==> config.mk <==
export PLATFORM = sky130hd
export DESIGN_NAME = range_stats_unit
export DESIGN_NICKNAME = d
export VERILOG_FILES = /design/src/rtl/range_stats_unit.sv
export SDC_FILE = /design/constraint.sdc
export NUM_CORES = 1
export LEC_CHECK = 0
export ABC_CLOCK_PERIOD_IN_PS = 8200
export CAP_MARGIN = 30
export CORE_ASPECT_RATIO = 0.6
export CORE_UTILIZATION = 30
export DETAILED_ROUTE_END_ITERATION = 16
export PLACE_DENSITY_LB_ADDON = 0.2
export SYNTH_ARGS = -nofsm -noshare
export SYNTH_HDL_FRONTEND = slang
export SYNTH_SLANG_ARGS = --single-unit
==> constraint.sdc <==
create_clock -name clock -period 8.2 [get_ports clock]
set_input_delay 1.64 -clock clock [delete_from_list [all_inputs] [get_ports clock]]
set_output_delay 1.64 -clock clock [all_outputs]
set_load 0.02 [all_outputs]
==> src/rtl/range_stats_unit.sv <==
// range_stats_unit: framed min/max/range/sum/count tracker.
// A sequence opens with go (first sample loaded unconditionally), accepts
// qualified samples while running, and closes with finish. The result
// registers update once per good sequence, with a one-cycle result_valid.
module range_stats_unit #(
    parameter int WIDTH     = 8,
    parameter int CNT_WIDTH = 8
) (
    input  logic                       clock,
    input  logic                       reset,
    input  logic [WIDTH-1:0]           data_in,
    input  logic                       data_valid,
    input  logic                       go,
    input  logic                       finish,
    output logic [WIDTH-1:0]           min_out,
    output logic [WIDTH-1:0]           max_out,
    output logic [WIDTH-1:0]           range,
    output logic [WIDTH+CNT_WIDTH-1:0] sum_out,
    output logic [CNT_WIDTH-1:0]       count_out,
    output logic                       overflow,
    output logic                       result_valid,
    output logic                       error,
    output logic                       busy
);
    localparam int SUM_WIDTH = WIDTH + CNT_WIDTH;

    localparam logic [1:0] S_IDLE  = 2'd0;
    localparam logic [1:0] S_RUN   = 2'd1;
    localparam logic [1:0] S_DONE  = 2'd2;
    localparam logic [1:0] S_ERROR = 2'd3;

    localparam logic [CNT_WIDTH-1:0] CNT_MAX = '1;

    logic [1:0]           state, state_n;
    logic [WIDTH-1:0]     cur_min, cur_max;
    logic [SUM_WIDTH-1:0] acc_sum;
    logic [CNT_WIDTH-1:0] acc_cnt;
    logic                 ovf;

    logic                 start, accept, close;
    logic [WIDTH-1:0]     nxt_min, nxt_max;
    logic [SUM_WIDTH-1:0] nxt_sum;
    logic [CNT_WIDTH-1:0] nxt_cnt;
    logic                 nxt_ovf;

    // Sequence events. Any non-RUN state can start a new sequence, which
    // lets DONE restart back-to-back and ERROR recover on go.
    always_comb begin
        start  = (state != S_RUN) && go && !finish;
        accept = (state == S_RUN) && !go && data_valid;
        close  = (state == S_RUN) && !go && finish;
    end

    // Accumulator values after this cycle's sample; the close cycle loads
    // results from these so a sample arriving with finish is included.
    always_comb begin
        nxt_min = cur_min;
        nxt_max = cur_max;
        nxt_sum = acc_sum;
        nxt_cnt = acc_cnt;
        nxt_ovf = ovf;
        if (accept) begin
            if (data_in < cur_min) nxt_min = data_in;
            if (data_in > cur_max) nxt_max = data_in;
            // Count saturates; sum freezes with it so it can never wrap.
            if (acc_cnt != CNT_MAX) begin
                nxt_cnt = acc_cnt + CNT_WIDTH'(1);
                nxt_sum = acc_sum + SUM_WIDTH'(data_in);
            end else begin
                nxt_ovf = 1'b1;
            end
        end
    end

    // Next-state decode.
    always_comb begin
        state_n = state;
        case (state)
            S_RUN: begin
                if (go)          state_n = S_ERROR;
                else if (finish) state_n = S_DONE;
            end
            S_ERROR: begin
                if (start) state_n = S_RUN;
            end
            default: begin
                if (start)       state_n = S_RUN;
                else if (finish) state_n = S_ERROR;
                else             state_n = S_IDLE;
            end
        endcase
    end

    // State, accumulators and result registers.
    always_ff @(posedge clock) begin
        if (reset) begin
            state     <= S_IDLE;
            cur_min   <= '0;
            cur_max   <= '0;
            acc_sum   <= '0;
            acc_cnt   <= '0;
            ovf       <= 1'b0;
            min_out   <= '0;
            max_out   <= '0;
            range     <= '0;
            sum_out   <= '0;
            count_out <= '0;
            overflow  <= 1'b0;
        end else begin
            state <= state_n;
            if (start) begin
                cur_min <= data_in;
                cur_max <= data_in;
                acc_sum <= SUM_WIDTH'(data_in);
                acc_cnt <= CNT_WIDTH'(1);
                ovf     <= 1'b0;
            end else if (accept) begin
                cur_min <= nxt_min;
                cur_max <= nxt_max;
                acc_sum <= nxt_sum;
                acc_cnt <= nxt_cnt;
                ovf     <= nxt_ovf;
            end
            if (close) begin
                min_out   <= nxt_min;
                max_out   <= nxt_max;
                range     <= nxt_max - nxt_min;
                sum_out   <= nxt_sum;
                count_out <= nxt_cnt;
                overflow  <= nxt_ovf;
            end
        end
    end

    // Status outputs decode straight from the registered state.
    always_comb begin
        busy         = (state == S_RUN);
        error        = (state == S_ERROR);
        result_valid = (state == S_DONE);
    end
endmodule

==> out/results.tsv <==
metric	value	unit
dominant cells by area after synthesis	dfxtp_1 38%, nor2_1 8.3%, ha_1 7.4%	
ANT cells	0	
post-layout util	38.50	%
crit path launch type	input pin	
# hold bufs at CTS	0	
status	finished clean	
DRT Pass-1 Iters	4	
# fillers	1583	
synth-to-layout area growth	22.92	%
post-route ant nets	0	
Seq/Total Area, Yosys	37.61	%
Post-synth EDFFs	0	
worst r2r path cells	14	
Total GRT Usage	16.95	%
WL/cell	16.18	µm
WS Path Type	input pin to flop	
Cells after Synth	589	
root buffer cell	clkbuf_16	
worst hold margin	0.4652	ns
Power Density	187.6	mW/mm²
DIE WIDTH	166.9	µm
TritonCTS clock tree	done	
Clock Pin Slew Worst Setup and Hold Paths	0.07	ns
# clock sinks	92	
synthesized area per cell	8.314	µm²
Max Cap Violations	0	
Core Rows	35	
critical path endpoint category	flop	
Initial Util	31.32	%
Final Cycle Share	68.79	%
via count	4297	
headroom to the max-slew limit	32.70	%
final hold viol count	0	
crit path DAT	5.84	ns
layout net count	683	
pin count of the biggest net entering global routing	79	
final wirelength	13710	µm
Vias/cell	5.073	
clock buffer depth	2	
vias in the first global route	4073	
most common cell after layout, fill and taps aside	nor2_1	
core area	0.01563	mm²
detailed placement HPWL	10050	µm
HP Class	flop to flop	
initial antenna violation count	0	
Pleak	2.182	nW
crit path max fanout	19	
DR iter-0 viols	299	
largest area contributor in the netlist	dfxtp_1	
DIE HEIGHT	101.0	µm
number of remaining DRC errors	0	
worst-margin pin slew	1.007	ns
ys flop type	dfxtp_1	
setup violators final	0	
Congestion Overflow GR	0	
f_max	177.3	MHz
CP required	8.40	ns
gpl congestion	0.8664	
Clock Latency Late Sink	0.35	ns
Synth top area share	37.61	%
clock skew	0.009498	ns
FFs w/ async S/R, synth	0	%
RSZ-0062 raised after global routing	no	
H-tree levels	3	
Peak VDD IR	0.09192	mV
full die area	0.01686	mm²
CTS Buf Count	9	
Slew Viols, Final	0	
Post-CTS Resized	0	
min Tclk post-route	5.640	ns
Net Count, Synth	633	
Port-buffer cells	64	
post-synth design cell area	0.004897	mm²
synthesized flop and latch total	92	
I/O pin count	65	
synth warn	0	
most frequent cells in the layout	108 x nor2_1, 92 x dfxtp_1, 63 x clkdlybuf4s50_1	
power consumption	1.129	mW
Fin Setup TNS	0	ns
Netlist cell types	67	
Hold Path Depth	2	
first-pass GRT wire length	22090	µm
Post-CTS Setup Bufs	0	
layout cell share with drive strength beyond 1	7.609	%
cell type report:
cell class	count	area, µm²	area share, %
multi-input cells	427	2773	46.06
clock buffers	10	239.0	3.970
repair buffers	71	691.9	11.49
flip-flops and latches	92	1842	30.60
inverters	38	142.6	2.370
well taps	203	254.0	4.220
clock inverters	6	77.57	1.289
kinds of logic (layout without fill, tap and decap cells):
| logic type | count (synthesis) | after routing | share of synthesized area, % |
|---|---|---|---|
| AOI/OAI and AO/OA | 144 | 144 | 20.95 |
| xor gates and xnor gates | 22 | 22 | 3.934 |
| adders and majority gates | 32 | 32 | 8.457 |
| buffers and inverters | 70 | 125 | 5.800 |
| DFF | 92 | 92 | 37.61 |
| muxes | 16 | 16 | 3.270 |
| and+or+nand+nor | 213 | 213 | 19.98 |
worst max-delay path: stages:
cell and delay (ns):
clkdlybuf4s50_1 0.84, ha_1 0.33, o21a_1 0.17, o21ai_0 0.27, o21a_2 0.49, mux2i_1 0.38, inv_1 0.11, fa_1 0.52
o211a_1 0.16, nor4_2 0.34, a2111oi_2 0.10, nor3_2 0.22, mux2i_1 0.19, a21oi_1 0.08
path summary, 6_finish.rpt:
kind / from / endpoint / slack (ns)
setup / recovery: data_in[2] / range[6]$_SDFFE_PP0P_ / 2.56
hold / removal: ovf$_SDFFE_PP0P_ / ovf$_SDFFE_PP0P_ / 0.47
setup reg to reg: cur_min[2]$_SDFFE_PP0P_ / range[6]$_SDFFE_PP0P_ / 3.97
hold reg to reg: ovf$_SDFFE_PP0P_ / ovf$_SDFFE_PP0P_ / 0.47
metrics by stage:
| stage | cells | area [µm²] | setup WS [ns] |
|---|---|---|---|
| 2_1_floorplan | 589 | 4897 | 3.452 |
| 3_3_place_gp | 829 | 5684 | 2.369 |
| 3_5_place_dp | 830 | 5695 | 2.174 |
| 4_1_cts | 846 | 6012 | 2.557 |
| 5_1_grt | 847 | 6020 | 2.209 |
| 6_report | 847 | 6020 | 2.560 |
synth_stat cells, drive strengths merged, types with 12 or more instances:
| cell | number |
|---|---|
| dfxtp | 92 |
| nand2 | 37 |
| o21ai | 18 |
| ha | 29 |
| a21oi | 46 |
| inv | 38 |
| a211oi | 39 |
| xnor2 | 12 |
| nor3 | 16 |
| clkbuf | 22 |
| nor2 | 112 |
| mux2i | 16 |
state kept, by name, indices dropped and copies added, names as in the netlist:
name       count
state          2
max_out        8
acc_cnt        8
acc_sum       16
cur_min        8
ovf            1
cur_max        8
overflow       1
min_out        8
count_out      8
range          8
sum_out       16
layer usage:
layer / GRT usage [%] / wire [µm] / share of wire (%) / up-vias
met5: 0 / 0 / 0 / -
met4: 4.131 / 149 / 1.1 / 0
met1: 24.87 / 7496 / 55 / 2019
met2: 24.78 / 5354 / 39 / 100
met3: 3.769 / 704 / 5.1 / 11
li1: - / - / - / 2167
where the power goes:
group / total [mW] / leakage, nW / switching [mW] / internal, mW
sequential: 0.479 / 0.748 / 0.0142 / 0.465
clock: 0.449 / 0.154 / 0.198 / 0.252
combinational: 0.201 / 1.28 / 0.118 / 0.0828
(Power assumes the default switching activity.)
==> RTL edit 1 (same flow settings) <==
The parameter `WIDTH` goes from 8 to 10.
--- a/src/rtl/range_stats_unit.sv
+++ b/src/rtl/range_stats_unit.sv
@@ -4,5 +4,5 @@
 // registers update once per good sequence, with a one-cycle result_valid.
 module range_stats_unit #(
-    parameter int WIDTH     = 8,
+    parameter int WIDTH     = 10,
     parameter int CNT_WIDTH = 8
 ) (
Interface: changed (5 resized); port bits go from 65 to 75. No check against the original RTL was run, so the function may have changed too.
==> RTL edit 1 against the unedited design <==
Power grew 13%; design area grew 14%; synthesized cell count grew 13%; die area rose by 13%; sequential share of layout area rose by 0.45 points; fmax shrank 4.0%; sequential cell count rose by 14; worst setup slack worse by 0.23 ns; routed wire length up 21%; area after synthesis is 13% higher; critical path type unchanged; critical endpoint is now range[8]; largest cell class unchanged; highest routed layer unchanged.
==> RTL edit 1: results (changes against the unedited design) <==
| Metric | Value |
|---|---|
| Nets | `783 (+15%)` |
| Synth cell types | `60 (-10%)` |
| Most used flip-flop cell after synthesis | `dfxtp_1` |
| Largest cells by area after synthesis | `dfxtp_1 38%, ha_1 8.8%, nor2_1 8.0%` |
| Peak supply drop | `0.0000939 V (+2.1%)` |
| Status | `completed` |
| N_diodes | `0 (unchanged)` |
| Total track usage | `18.4% (+1.5 points)` |
| Worst EP arrival | `6.18 ns (+0.34 ns)` |
| Pin count of the biggest net entering global routing | `69 (-13%)` |
| CP Launch Point | `data_in[7]` |
| Largest regs | `acc_sum (18), sum_out (18)` |
| First-pass GRT wire length | `26.8 mm (+21%)` |
| Top cells by count, synth | `118 x nor2_1, 106 x dfxtp_1, 61 x a21oi_1, 56 x nand2_1, 41 x a211oi_1` |
| WHS Path Cells | `2 (unchanged)` |
| Worst hold start | `max_out[8]` |
| Clock Skew | `0.0101 ns (+0.000615 ns)` |
| Worst r2r path cells | `17 (+3)` |
| TritonCTS buffer count | `9 (unchanged)` |
| Number of global-route vias before repair | `4,896 (+20%)` |
| Mapped Nets | `722 (+14%)` |
| Met2 usage | `25.5% (+0.75 points)` |
| Reg clk slew, reported paths | `0.08 ns` |
| Setup Fix Bufs, Post-CTS | `0 (unchanged)` |
| Met1 Resource Use GR | `28.3% (+3.5 points)` |
| Post-cts sizing count | `0 (unchanged)` |
| Worst-skew pair later-pin latency | `0.36 ns` |
| H-tree depth | `3 (unchanged)` |
| Longest Clk Path Bufs | `2 (unchanged)` |
| Clk root buf | `clkbuf_16` |
| Hold Fails Final Rpt | `0 (unchanged)` |
| M3 GR Usage | `3.44% (-0.33 points)` |
| Register area share after synthesis | `38.4% (+0.81 points)` |
| WL final | `16.6 mm (+21%)` |
| Reg2Reg Launch Point | `cur_max[7]` |
| Leakage | `2.40 nW (+9.9%)` |
| Gpl congestion | `0.860 (-0.77%)` |
| DRT Pass-1 Iters | `5 (+1)` |
| HPWL Detailed | `12.4 mm (+23%)` |
| Drt first-iter violations | `332 (+11%)` |
| # fillers | `1,853 (+17%)` |
| Initial antenna violation count | `0 (unchanged)` |
| Min-Delay Path Class | `register to register` |
| Via/cell ratio | `5.13 (+1.0%)` |
| Ys async rst share | `0% (unchanged)` |
| Share of layout cells above drive strength 1 | `6.01% (-1.6 points)` |
| YS warnings | `0 (unchanged)` |
| IO buf count | `74 (+16%)` |
| Crit-path max FO | `9 (-10)` |
| Worst slew pin tran | `0.919 ns (-0.0885 ns)` |
## RTL edit 1: changes by cell type after synthesis, sizes merged, moves of 4 or more
cell / delta
nor2: +8
nand2: +19
o21ai: +6
dfxtp: +14
a22oi: -4
ha: +10
mux2: +7
a21oi: +15
xor2: -5
nor3: -5
nand3: +4
## RTL edit 1: cell families after synthesis
| logic type | share of synthesized area [%] |
|---|---|
| buffers and inverters | 4.67 |
| and+or+nand+nor | 20.8 |
| adders and majority gates | 9.56 |
| xor gates and xnor gates | 3.17 |
| DFF | 38.4 |
| AOI/OAI and AO/OA | 19.1 |
| muxes | 4.33 |
## RTL edit 1: final timing paths
check,to,slack (ns)
worst max-delay path,range[8],2.33
worst min-delay path,max_out[8],0.46
worst max register to register,range[8],3.90
worst min register to register,max_out[8],0.46
## RTL edit 1: cell type report
type                    count  share of cell area [%]
multi-input cells         493                    46.1
flip-flops and latches    106                    31.1
repair buffers             82                    11.6
well taps                 240                    4.39
clock buffers              10                    3.50
inverters                  35                    1.92
clock inverters             6                    1.41
## RTL edit 1: worst max-delay path: stages
cell and delay (ns):
clkdlybuf4s50_1 0.66, ha_1 0.33, a211oi_1 0.28, nor2_1 0.12, a2111oi_1 0.64, nor2_2 0.27
mux2i_1 0.29, ha_1 0.21, inv_1 0.05, fa_1 0.40, a21o_1 0.19, a21oi_1 0.22
o21bai_1 0.09, a21oi_1 0.23, o21ai_0 0.16, nor4b_1 0.27, a211o_1 0.14
## RTL edit 1: routing by layer
metal	up-vias	part of all wire, %	wire [um]
met5	-	0	0
met4	0	0.87	144
met3	18	5.8	965
met2	130	38	6340
met1	2374	55	9160
li1	2460	-	-
## RTL edit 1: power by group
part           internal [mW]  switching [mW]  total [mW]
Sequential             0.534          0.0136       0.548
Clock                  0.280           0.215       0.495
Combinational         0.0934           0.141       0.235
Total                  0.908           0.370        1.28
## RTL edit 1: per-stage QoR
stage	area (um^2)	util (%)	hold WS [ns]	setup WS, ns	instances
6_report	6830	37.9	0.460	2.33	972
5_1_grt	6830	37.9	0.483	1.77	972
4_1_cts	6830	37.9	0.461	2.33	972
3_5_place_dp	6500	36.1	0.450	1.96	956
3_3_place_gp	6500	36.1	0.439	2.19	956
2_1_floorplan	5520	-	0.424	3.12	666
==> RTL edit 2 (same flow settings) <==
Without the edit above. Make the reset (`reset`) asynchronous in one clocked block.
--- a/src/rtl/range_stats_unit.sv
+++ b/src/rtl/range_stats_unit.sv
@@ -93,5 +93,5 @@
 
     // State, accumulators and result registers.
-    always_ff @(posedge clock) begin
+    always_ff @(posedge clock or posedge reset) begin
         if (reset) begin
             state     <= S_IDLE;
Behaviour: differs if reset is asserted again (counterexample within 4 cycles, from zero or initial values and one cycle with reset high); with reset held inactive, the same outputs for 4 cycles.
==> RTL edit 2 against the unedited design <==
Routed wire length is 1.3% lower; via count is 5.1% lower; sequential cell count stayed put; worst setup slack worse by 0.27 ns; die area is 5.6% higher; design area is 5.4% higher; area after synthesis is 5.7% higher; synthesized cell count is 6.8% lower; critical path type unchanged.
Power is not compared: it rests on default switching activity, and its combinational part moved more than twofold at a synthesized area within 25%.
==> RTL edit 2: results (changes against the unedited design) <==
| Metric | Value |
|---|---|
| Final non-filler cell total | `838 (-1.1%)` |
| YS warnings | `0 (unchanged)` |
| Wire length on met3 | `790 um (+12%)` |
| DRT Pass-1 Iters | `5 (+1)` |
| H-tree depth | `3 (unchanged)` |
| Number of global-route vias before repair | `3,924 (-3.7%)` |
| Slowest-stage cell, CP | `clkdlybuf4s50_1` |
| WL met2 | `5.13 mm (-4.3%)` |
| Setup Fix Bufs, Post-CTS | `0 (unchanged)` |
| CP Launch Point | `data_in[5]` |
| Drt first-iter violations | `293 (-2.0%)` |
| Worst path max stage delay | `0.68 ns (-0.16 ns)` |
| Via Count | `4,079 (-5.1%)` |
| Register area share after synthesis | `44.5% (+6.9 points)` |
| Pin count of the biggest net entering global routing | `68 (-14%)` |
| Post-cts sizing count | `0 (unchanged)` |
| DRT met1 WL | `7.46 mm (-0.44%)` |
| Status | `completed` |
| DR WL/cell | `16.1 um (-0.24%)` |
| Initial antenna violation count | `0 (unchanged)` |
| Reg2Reg Launch Point | `cur_min[2]` |
| Worst-skew pair later-pin latency | `0.35 ns (about the same)` |
| N_diodes | `0 (unchanged)` |
| Share of the synthesized area in the top cell type | `44.5% (+6.9 points)` |
| Worst EP arrival | `6.13 ns (+0.29 ns)` |
| Largest cells by area after synthesis | `dfrtp_1 44%, ha_1 7.0%, nand2_1 6.8%` |
| Ys async rst share | `100% (+100 points)` |
| Largest regs | `acc_sum (16), sum_out (16)` |
| Reg clk slew, reported paths | `0.07 ns (about the same)` |
| Rel. slew slack | `38.9% (+6.2 points)` |
| Share of layout cells above drive strength 1 | `8.20% (+0.59 points)` |
| IO buf count | `64 (unchanged)` |
| Crit-path max FO | `30 (+11)` |
| Worst hold start | `range[3]` |
| Gpl congestion | `0.824 (-4.9%)` |
| Nets | `650 (-4.8%)` |
| Total track usage | `15.9% (-1.1 points)` |
| Mapped Nets | `593 (-6.3%)` |
| First-pass GRT wire length | `21.4 mm (-3.0%)` |
| Placed Area | `6050 um^2 (+6.2%)` |
| Top cells by count, synth | `94 x nand2_1, 92 x dfrtp_1, 69 x o21ai_0, 34 x inv_1, 33 x a21oi_1` |
| HPWL Detailed | `10.3 mm (+2.2%)` |
| Min-Delay Path Class | `register to register` |
| Clock Skew | `0.0111 ns (+0.00160 ns)` |
| Cells after Synth | `549 (-6.8%)` |
| Leakage | `2.78 nW` |
| TritonCTS buffer count | `9 (unchanged)` |
| Placed cell count | `823 (-0.84%)` |
| Synth cell types | `64 (-4.5%)` |
| Placement Setup Slack | `2.04 ns (-0.131 ns)` |
RTL edit 2: path summary, 6_finish.rpt:
| kind | end | slack (ns) | cells past startpoint |
|---|---|---|---|
| setup / recovery | range[6] | 2.29 | 16 |
| hold / removal | range[3] | 0.48 | 2 |
| setup reg to reg | range[6] | 3.72 | 15 |
| hold reg to reg | range[3] | 0.48 | 2 |
| max in group asynchronous | cur_max[7] | 5.32 | 3 |
| min in group asynchronous | count_out[3] | 1.68 | 2 |
RTL edit 2: cell families (layout without fill, tap and decap cells):
logic type / Yosys count / count (layout) / share of synthesized area, %
and+or+nand+nor: 172 / 172 / 15.6
muxes: 18 / 18 / 3.79
DFF: 92 / 92 / 44.5
buffers and inverters: 58 / 119 / 4.69
xor gates and xnor gates: 27 / 27 / 4.57
adders and majority gates: 32 / 32 / 7.97
AOI/OAI and AO/OA: 150 / 150 / 18.9
RTL edit 2: where the power goes:
group	switching [mW]	total (mW)	internal, mW	leakage, nW
logic	0.424	0.768	0.345	1.46
clock network	0.193	0.431	0.238	0.136
registers	0.0874	0.655	0.568	1.18
total	0.704	1.85	1.15	2.78
RTL edit 2: tightest hold or removal path: cells and delay by family (launching register included):
| kind | cells | cell delay [ns] |
|---|---|---|
| AO/OA/AOI/OAI | 1 | 0.06 |
| flip-flops | 1 | 0.34 |
| AND/OR/NAND/NOR | 1 | 0.04 |
RTL edit 2: cell type report:
class	instances	area, um^2
Multi-Input combinational cell	399	2640
Tap cell	228	285
Inverter	34	129
Timing Repair Buffer	70	686
Fill cell	1683	10200
Sequential cell	92	2300
Clock buffer	9	225
Clock inverter	6	72.6
RTL edit 2: routing by layer:
metal / vias up / GRT usage, %
li1: 2020 / -
met1: 1943 / 24.9
met2: 104 / 20.6
met3: 12 / 4.39
met4: 0 / 4.46
met5: - / 0
